<file path="config.mk">
export PLATFORM = sky130hd
export DESIGN_NAME = chunked_serial_adder
export DESIGN_NICKNAME = d
export VERILOG_FILES = /design/src/rtl/chunked_serial_adder.sv
export SDC_FILE = /design/constraint.sdc
export NUM_CORES = 1
export LEC_CHECK = 0
export ABC_AREA = 1
export BUFFER_PORTS_ARGS = -buffer_cell sky130_fd_sc_hd__buf_2
export CAP_MARGIN = 25
export CORE_ASPECT_RATIO = 1.5
export CORE_MARGIN = 4
export CORE_UTILIZATION = 54
export DETAILED_ROUTE_END_ITERATION = 8
export GPL_TIMING_DRIVEN = 0
export PLACE_DENSITY = 0.78
export SETUP_SLACK_MARGIN = 0.5
export SYNTH_ARGS = -nofsm -noshare
export SYNTH_HDL_FRONTEND = slang
export SYNTH_SLANG_ARGS = --single-unit
</file>
<file path="constraint.sdc">
create_clock -name clk -period 3.82 [get_ports clk]
set_input_delay 0.382 -clock clk [delete_from_list [all_inputs] [get_ports clk]]
set_output_delay 0.382 -clock clk [all_outputs]
set_load 0.05 [all_outputs]
</file>
<file path="src/rtl/chunked_serial_adder.sv">
// rtl/chunked_serial_adder.sv - Multi-cycle add/subtract unit, CHUNK bits per clock with a registered carry.
module chunked_serial_adder #(
  parameter int WIDTH = 16,
  parameter int CHUNK = 4
) (
  input  logic             clk,
  input  logic             rst,
  input  logic             start,
  input  logic [WIDTH-1:0] a,
  input  logic [WIDTH-1:0] b,
  input  logic             cin,
  input  logic             sub,
  output logic             busy,
  output logic             done,
  output logic [WIDTH-1:0] sum,
  output logic             cout,
  output logic             overflow
);

  localparam int N  = WIDTH / CHUNK;
  localparam int IW = (N > 1) ? $clog2(N) : 1;
  localparam logic [IW-1:0] LAST_IDX = IW'(N - 1);

  localparam logic [1:0] S_IDLE = 2'd0;
  localparam logic [1:0] S_RUN  = 2'd1;
  localparam logic [1:0] S_DONE = 2'd2;

  logic [1:0]       state;
  logic [IW-1:0]    idx;
  logic [WIDTH-1:0] a_reg;
  logic [WIDTH-1:0] b_reg;
  logic [WIDTH-1:0] res_reg;
  logic             carry;

  logic [CHUNK-1:0] chunk_a;
  logic [CHUNK-1:0] chunk_b;
  logic [CHUNK-1:0] chunk_s;
  logic             chunk_cout;
  logic             chunk_cmsb;
  logic             ripple_c;
  logic [WIDTH-1:0] res_next;

  // Select the active chunk of each captured operand.
  always_comb begin
    chunk_a = '0;
    chunk_b = '0;
    for (int k = 0; k < N; k++) begin
      if (idx == IW'(k)) begin
        chunk_a = a_reg[k*CHUNK +: CHUNK];
        chunk_b = b_reg[k*CHUNK +: CHUNK];
      end
    end
  end

  // Plain ripple inside the chunk; the carry into the top bit feeds overflow.
  always_comb begin
    chunk_s    = '0;
    ripple_c   = carry;
    chunk_cmsb = carry;
    for (int j = 0; j < CHUNK; j++) begin
      if (j == CHUNK - 1) begin
        chunk_cmsb = ripple_c;
      end
      chunk_s[j] = chunk_a[j] ^ chunk_b[j] ^ ripple_c;
      ripple_c   = (chunk_a[j] & chunk_b[j]) | (ripple_c & (chunk_a[j] ^ chunk_b[j]));
    end
    chunk_cout = ripple_c;
  end

  always_comb begin
    res_next = res_reg;
    for (int k = 0; k < N; k++) begin
      if (idx == IW'(k)) begin
        res_next[k*CHUNK +: CHUNK] = chunk_s;
      end
    end
  end

  always_ff @(posedge clk) begin
    if (rst) begin
      state    <= S_IDLE;
      idx      <= '0;
      a_reg    <= '0;
      b_reg    <= '0;
      res_reg  <= '0;
      carry    <= 1'b0;
      sum      <= '0;
      cout     <= 1'b0;
      overflow <= 1'b0;
    end else begin
      case (state)
        S_IDLE, S_DONE: begin
          if (start) begin
            // Subtract is a + ~b + !cin, so the borrow-in becomes an inverted carry-in.
            a_reg <= a;
            b_reg <= sub ? ~b : b;
            carry <= sub ? ~cin : cin;
            idx   <= '0;
            state <= S_RUN;
          end else begin
            state <= S_IDLE;
          end
        end
        S_RUN: begin
          carry   <= chunk_cout;
          res_reg <= res_next;
          if (idx == LAST_IDX) begin
            sum      <= res_next;
            cout     <= chunk_cout;
            overflow <= chunk_cmsb ^ chunk_cout;
            idx      <= '0;
            state    <= S_DONE;
          end else begin
            idx <= idx + IW'(1);
          end
        end
        default: begin
          state <= S_IDLE;
          idx   <= '0;
        end
      endcase
    end
  end

  assign busy = (state == S_RUN);
  assign done = (state == S_DONE);

endmodule

</file>
# Word level (Yosys, flattened, before mapping)
# Cells that the tools add are included.
[word_totals] register_bits=71 inputBits=37 word_cells=69 output_inout_bits=20
[op_classes] n_mux=22 add_sub_neg=1 n_eq_ne=7 bitwise=23 reduce_logical=7
[op_table] operator="$mux 4" n=12
[op_table] operator="$mux 16" n=1
[op_table] operator="$not 16->16" n=1
[op_table] operator="$xor 1x1->1" n=9
[op_table] operator="$and 1x1->1" n=8
[op_table] operator="$pmux 2 s2" n=2
[op_table] operator="$eq 2x2->1 const B" n=3
[op_table] operator="$mux 2" n=3
[op_table] operator="$reduce_and 2->1" n=3
[op_table] operator="$eq 2x1->1 const B" n=2
[op_table] operator="$logic_not 2->1" n=2
[op_table] operator="$or 1x1->1" n=4
[op_table] operator="$mux 1" n=3
[op_table] operator="$add 2x1->2 const B" n=1
[op_table] operator="$ne 2x1->1 const B" n=1
[op_table] operator="$ne 2x2->1 const B" n=1
[op_table] operator="$pmux 1 s2" n=1
[op_table] operator="$reduce_bool 2->1" n=1
[op_table] operator="$reduce_or 2->1" n=1
[op_table] operator="$not 1->1" n=1

# Logic depth before layout (Yosys ltp)
# Gate-level depths: netlist (run 1).
[logic_depth] word_depth=15 ltp_mapped=19

# Least setup slack after synthesis (run 1)
# Ideal clock, no wire load.
[synth_path] path_type="reg-to-reg" startpoint="register idx[0]" endpoint="register res_reg[11]" path_stages_with_launch=16 setup_ns=0.064 arrival_ns=3.113 slack_ns=0.643 path_cell_list="dfxtp_1 > inv_1 > ha_1 > clkinv_1 > nor2_1 > nor2_1 > a21boi_0 > fa_1 > inv_1 > fa_1 > fa_1 > fa_1 > inv_1 > o21ai_0 > nor2_1 > nor2_1"
[synth_between] elab_chain_len=14
[synth_lines] element="start: declaration" line="29" rtl="logic [IW-1:0] idx;"
[synth_lines] element="start signal: assignment" line="114" rtl="idx <= idx + IW'(1);"
[synth_lines] element="$logic_not 2->1" line="48" rtl="if (idx == IW'(k)) begin"
[synth_lines] element="$mux 4 (4 in series)" line="48"
[synth_lines] element="$xor 1x1->1" line="65" rtl="ripple_c = (chunk_a[j] & chunk_b[j]) | (ripple_c & (chunk_a[j] ^ chunk_b[j]));"
[synth_lines] element="$and 1x1->1" line="65"
[synth_lines] element="$or 1x1->1" line="65"
[synth_lines] element="$and 1x1->1" line="65"
[synth_lines] element="$or 1x1->1" line="65"
[synth_lines] element="$and 1x1->1" line="65"
[synth_lines] element="$or 1x1->1" line="65"
[synth_lines] element="$xor 1x1->1" line="64" rtl="chunk_s[j] = chunk_a[j] ^ chunk_b[j] ^ ripple_c;"
[synth_lines] element="$mux 4 *" line="73" rtl="if (idx == IW'(k)) begin"
[synth_lines] element="end signal: assignment" line="106" rtl="res_reg <= res_next;"
[synth_lines] element="end: declaration" line="32" rtl="logic [WIDTH-1:0] res_reg;"
# Every way passes the cells marked *; elsewhere a longest branch is shown, timed or not.
# A chain may end at the register's enable or synchronous reset.

# Worst setup path in the final report (run 1)
[layout_path] startpoint="register idx[1]" endpoint="register sum[3]"
[layout_between] elab_chain_len=14
[layout_lines] element="$logic_not 2->1" line="48, 73"
[layout_lines] element="$mux 4 (4 in series)" line="48"
[layout_lines] element="$xor 1x1->1" line="65"
[layout_lines] element="$and 1x1->1" line="65"
[layout_lines] element="$or 1x1->1" line="65"
[layout_lines] element="$and 1x1->1" line="65"
[layout_lines] element="$or 1x1->1" line="65"
[layout_lines] element="$and 1x1->1" line="65"
[layout_lines] element="$or 1x1->1" line="65"
[layout_lines] element="$xor 1x1->1" line="64"
[layout_lines] element="$mux 4" line="73"
[layout_lines] element="end signal: assignment" line="108" rtl="sum <= res_next;"
[layout_lines] element="end: declaration" line="15" rtl="output logic [WIDTH-1:0] sum,"
# Several ways; a longest one is shown, not always the timed one.

==> results of run 1 <==
-- synth_stat cells (4+ instances only) --
library cell   n  area share, %
inv_1         20            2.5
clkbuf_1       7           0.89
nand2_1       47            5.9
nor2_1        44            5.6
o21ai_0       62             10
buf_2         13            2.2
dfxtp_1       67             45
o21ai_1       13            2.2
fa_1           4            2.7
xnor2_1       17            5.0
nand3_1       28            4.7
ha_1           4            1.7
a21oi_1       44            7.4
-- per-stage QoR --
stage	utilization [%]	std cells	worst slack (ps)
3_3_place_gp	63.5	507	246
3_5_place_dp	63.5	507	137
5_1_grt	68.8	525	475
4_1_cts	67.4	523	510
6_report	68.8	525	618
2_1_floorplan	-	384	643
-- layer usage --
metal / track usage (%) / vias up / wire length, µm
met4: 11.3 / 0 / 160
met5: 0 / - / 0
li1: - / 1400 / -
met2: 39.7 / 69 / 3870
met3: 5.02 / 13 / 331
met1: 24.9 / 1317 / 2900
-- repair_timing --
item	in CTS	in global routing
buffers inserted	0	2
endpoints found under the setup margin	10	9
resized for setup	11	25
pin swaps	0	3
hold buffers	0	0
-- kinds of logic after synthesis --
group                      Yosys count  synth area share [%]
DFF                                 67                  45.2
and+or+nand+nor                    123                  17.7
buffers and inverters               48                  7.16
AOI/OAI and AO/OA                  120                  20.3
adders and majority gates            8                  4.38
xor gates and xnor gates            18                  5.31
-- report_power, final --
| part | total, mW | internal, mW | switching, mW |
|---|---|---|---|
| registers | 0.770 | 0.745 | 0.0252 |
| clock network | 0.586 | 0.316 | 0.270 |
| logic | 0.327 | 0.127 | 0.200 |
-- worst max-delay path by stage --
| stage | end | slack [ps] |
|---|---|---|
| after detailed placement | sum[11] | 140 |
| after CTS | sum[3] | 510 |
| after global routing | sum[3] | 480 |
| after global placement | sum[11] | 250 |
| after floorplan | res_reg[11] | 640 |
| final | sum[3] | 620 |
-- cell type report --
type                    instances  share of cell area, %
repair buffers                 57                   8.04
flip-flops and latches         67                   37.3
multi-input cells             269                   40.3
well taps                      68                   2.36
inverters                      22                   2.39
clock inverters                 5                   1.46
clock buffers                  11                   3.92
plain buffers                  26                   4.20
==> flow_metrics.py, run 1 <==
metrics = {
    "sta": {
        "skew_ps": 11.5,
        "fin_tns_setup_ps": 0,
        "hold_viol_final": 0,
        "slew_viol_final": 0,
        "finalSetupViolCount": 0,
        "min_period_ps": 3200,
        "max_freq_ghz": 0.312,
        "whs_ps": 229,
        "rsz0062_at_grt": "no",
        "worstMarginPinSlew_ps": 443,
        "maxSlewHeadroom_pct": 70.5,
        "period_share_pct": 83.8,
    },
    "yosys": {
        "syn_area_per_cell_um2": 7.73,
        "synth_warnings": 0,
        "ys_ff_latch": 67,
        "syn_inst": 384,
        "synth-edff-count": 0,
        "ys_seq_area_share_pct": 45.2,
        "async_flop_share_pct": 0,
        "syn-num-nets": 429,
        "synth_cell_type_count": 25,
        "synth_ff_type": "dfxtp_1",
        "synth_area_mm2": 0.00297,
    },
    "die": {
        "ios": 57,
        "fp.dieArea_mm2": 0.00677,
        "core_area_mm2": 0.00525,
        "fp.dieW_um": 68.5,
        "start_util_pct": 56.6,
        "rows": 32,
        "die_y_um": 98.8,
    },
    "clocking": {
        "cts_max_level": 3,
        "cts_tree": "done",
        "clk_latency_ps": 350,
        "cts_root_buf": "clkbuf_8",
        "clock_path_buffers": 2,
        "clkTransAtPathRegs_ps": 80,
        "cts_sinks": 67,
        "numCtsBuffers": 9,
    },
    "setup_path": {
        "slowest_stage": "fa_1",
        "critical_path_buf_inv_count": 5,
        "startpoint_type": "register",
        "crit_type": "reg -> reg",
        "reg2reg_slack_ps": 620,
        "rr_worst_depth": 17,
        "crit_chain": "inv_1 > ha_1 > buf_6 > buf_6 > nand2_1 > nand3_1 > nand2_1 > o21ai_2 > fa_2 > inv_1 > fa_2 > fa_2 > fa_1 > inv_2 > nand2_1 > o21ai_1 > o21ai_1",
        "path_delay_family": "adder cells",
        "startpoint": "idx[1]",
        "cp.required_ps": 4060,
        "crit_cells": 17,
        "timing.rr.start": "idx[1]",
        "cp.arrival_ps": 3440,
        "r2r_end": "sum[3]",
        "cp_max_fo": 10,
        "crit_path_end_kind": "register",
        "slowest_delay_ps": 450,
    },
    "route": {
        "vias_per_cell": 5.33,
        "final_antenna_net_count": 0,
        "vias": 2799,
        "routed_wl_mm": 7.27,
        "drcViolationCount": 0,
        "wire_per_inst_um": 13.8,
        "first_pass_iters": 5,
        "drt-initial-drc-count": 243,
    },
    "final_layout": {
        "nFillCells": 473,
        "layout_commonest_cell": "buf_2",
        "final_cell_mix": "67 x buf_2, 65 x dfxtp_1, 59 x o21ai_0",
        "drive_gt1_share_pct": 24.1,
        "num-nets-final": 497,
        "seqCellArea_mm2": 0.00135,
        "multi_input_area_mm2": 0.00146,
        "area_growth_pct": 21.5,
        "final_area_mm2": 0.00361,
        "antenna_cells": 0,
    },
    "min_path": {
        "hold_depth": 2,
        "min_to": "idx[1]",
        "worstHoldPathType": "in -> reg",
        "hold_path.startpoint": "rst",
    },
    "run": {
        "drv_cap": 0,
    },
    "pwr": {
        "p_total_mw": 1.68,
        "cellLeakagePower_nw": 1.60,
        "powerDensity_mw_per_mm2": 466,
        "peakVddDrop_mv": 0.355,
    },
    "place": {
        "gp_congestion": 0.915,
        "dp_hpwl_mm": 5.36,
        "dpl_cell_area_mm2": 0.00333,
        "portBuffers": 55,
    },
    "outcome": {
        "status": "completed",
    },
    "grt": {
        "grt_first_pass_wirelength_mm": 11.6,
        "grt_max_degree": 12,
        "grt_overflow_total": 0,
        "track_usage_pct": 22.8,
        "antenna_found_initial": 0,
        "grt_pass1_vias": 2699,
    },
}
No activity file was read; power rests on OpenSTA's default activity.
==> inputs of run 2 (changes only) <==
==> constraint.sdc (replaced) <==
create_clock -name clk -period 3.3 [get_ports clk]
set_input_delay 0.33 -clock clk [delete_from_list [all_inputs] [get_ports clk]]
set_output_delay 0.33 -clock clk [all_outputs]
set_load 0.05 [all_outputs]
==> flow_metrics.py, run 2 (synthesized netlist as in run 1, its figures left out) <==
metrics = {
    "route": {
        "first_pass_iters": 5,
        "final_antenna_net_count": 0,
        "wire_per_inst_um": 14.0,
        "vias": 2809,
        "vias_per_cell": 5.31,
        "routed_wl_mm": 7.42,
        "drcViolationCount": 0,
        "drt-initial-drc-count": 213,
    },
    "final_layout": {
        "drive_gt1_share_pct": 27.3,
        "layout_commonest_cell": "buf_2",
        "area_growth_pct": 25.8,
        "final_area_mm2": 0.00374,
        "num-nets-final": 502,
        "final_cell_mix": "66 x buf_2, 65 x dfxtp_1, 54 x o21ai_0",
        "antenna_cells": 0,
    },
    "clocking": {
        "clock_path_buffers": 2,
        "cts_root_buf": "clkbuf_8",
        "cts_hold_buf": 0,
        "numCtsBuffers": 9,
        "clkTransAtPathRegs_ps": 70,
        "cts_max_level": 3,
        "cts_tree": "done",
        "cts_sinks": 67,
        "clk_latency_ps": 350,
    },
    "place": {
        "gp_congestion": 0.869,
        "dp_hpwl_mm": 5.45,
        "dpl_cell_area_mm2": 0.00343,
        "portBuffers": 55,
    },
    "setup_path": {
        "cp.required_ps": 3540,
        "startpoint": "idx[1]",
        "reg2reg_slack_ps": 290,
        "cp.arrival_ps": 3250,
        "cp_max_fo": 8,
        "crit_type": "reg -> reg",
        "timing.rr.start": "idx[1]",
        "crit_path_end_kind": "register",
        "r2r_end": "res_reg[7]",
        "rr_worst_depth": 15,
        "worstSetupEndpoint": "res_reg[7]",
        "startpoint_type": "register",
    },
    "outcome": {
        "status": "completed",
    },
    "pwr": {
        "powerDensity_mw_per_mm2": 522,
        "peakVddDrop_mv": 0.279,
        "cellLeakagePower_nw": 1.64,
    },
    "sta": {
        "fin_tns_setup_ps": 0,
        "min_period_ps": 3010,
        "skew_ps": 6.36,
        "worstMarginPinSlew_ps": 456,
        "period_share_pct": 91.2,
        "maxSlewHeadroom_pct": 69.6,
        "slew_viol_final": 0,
        "rsz0062_at_grt": "yes",
        "hold_viol_final": 0,
        "max_freq_ghz": 0.332,
        "finalSetupViolCount": 0,
    },
    "die": {
        "rows": 32,
        "core_area_mm2": 0.00525,
        "start_util_pct": 56.6,
        "ios": 57,
        "die_y_um": 98.8,
        "fp.dieW_um": 68.5,
        "fp.dieArea_mm2": 0.00677,
    },
    "run": {
        "drv_cap": 0,
    },
    "grt": {
        "track_usage_pct": 23.8,
        "grt_overflow_total": 0,
        "grt_max_degree": 11,
        "antenna_found_initial": 0,
        "grt_first_pass_wirelength_mm": 12.1,
        "grt_pass1_vias": 2721,
    },
    "min_path": {
        "worstHoldPathType": "in -> reg",
    },
}
[run 2: cell count changes in the layout (fill, tap and decap cells not counted), moves of 3 or more]
cell / change
buf_4: +3
o21ai_2: +6
o21ai_0: -5
inv_1: -3
[run 2: metrics by stage]
step                hold slack [ps]  instances  utilization (%)  worst slack, ps  power, mW
floorplan                       392        384                -              446       1.16
global placement                443        507             65.4              179       1.27
detailed placement              447        507             65.4              142       1.28
CTS                             163        529             70.7              300       1.93
global route                    162        529             71.2              150       2.04
finish                          160        529             71.2              291       1.95
[run 2: worst max-delay path: stages, from the launching register on]
cell	delay (ps)
dfxtp_4	390
inv_4	50
ha_4	150
clkbuf_16	160
a21oi_2	130
nand2_1	70
a21boi_2	170
fa_2	220
inv_2	40
fa_2	330
fa_2	370
fa_1	450
inv_2	130
nand2_1	80
o21ai_2	70
a21oi_1	70
[run 2: worst min-delay path by stage]
| stage | startpoint | end | slack [ps] | cells past startpoint |
|---|---|---|---|---|
| after floorplan | rst | idx[1] | 390 | 1 |
| final | rst | idx[1] | 160 | 2 |
| after CTS | rst | idx[1] | 160 | 2 |
| after detailed placement | a_reg[7] | a_reg[7] | 450 | 2 |
| after global placement | a_reg[7] | a_reg[7] | 440 | 2 |
| after global routing | rst | idx[1] | 160 | 2 |
[run 2: final cells by class]
type | count | area [µm²]
fillers | 441 | 1510
plain buffers | 26 | 193
clock inverters | 3 | 40.0
flip-flops and latches | 67 | 1350
inverters | 22 | 100
clock buffers | 12 | 135
repair buffers | 62 | 332
multi-input cells | 269 | 1500
well taps | 68 | 85.1
[run 2: power breakdown]
group	leakage, nW	internal [mW]	total [mW]	switching, mW
logic	0.995	0.169	0.414	0.245
registers	0.552	0.862	0.895	0.0328
clock network	0.0902	0.343	0.640	0.297
[run 2: routing by layer]
metal	vias up	wire [µm]	track usage [%]
met3	20	497	5.13
met4	0	230	13.3
met2	113	3840	40.6
met5	-	0	0
li1	1414	-	-
met1	1262	2860	26.2
[run 2: timing repair]
item	in CTS	in global routing
pin swaps	4	4
endpoints found under the hold margin	0	0
gates resized for setup	11	16
setup endpoints to repair	16	16
buffers inserted	7	0
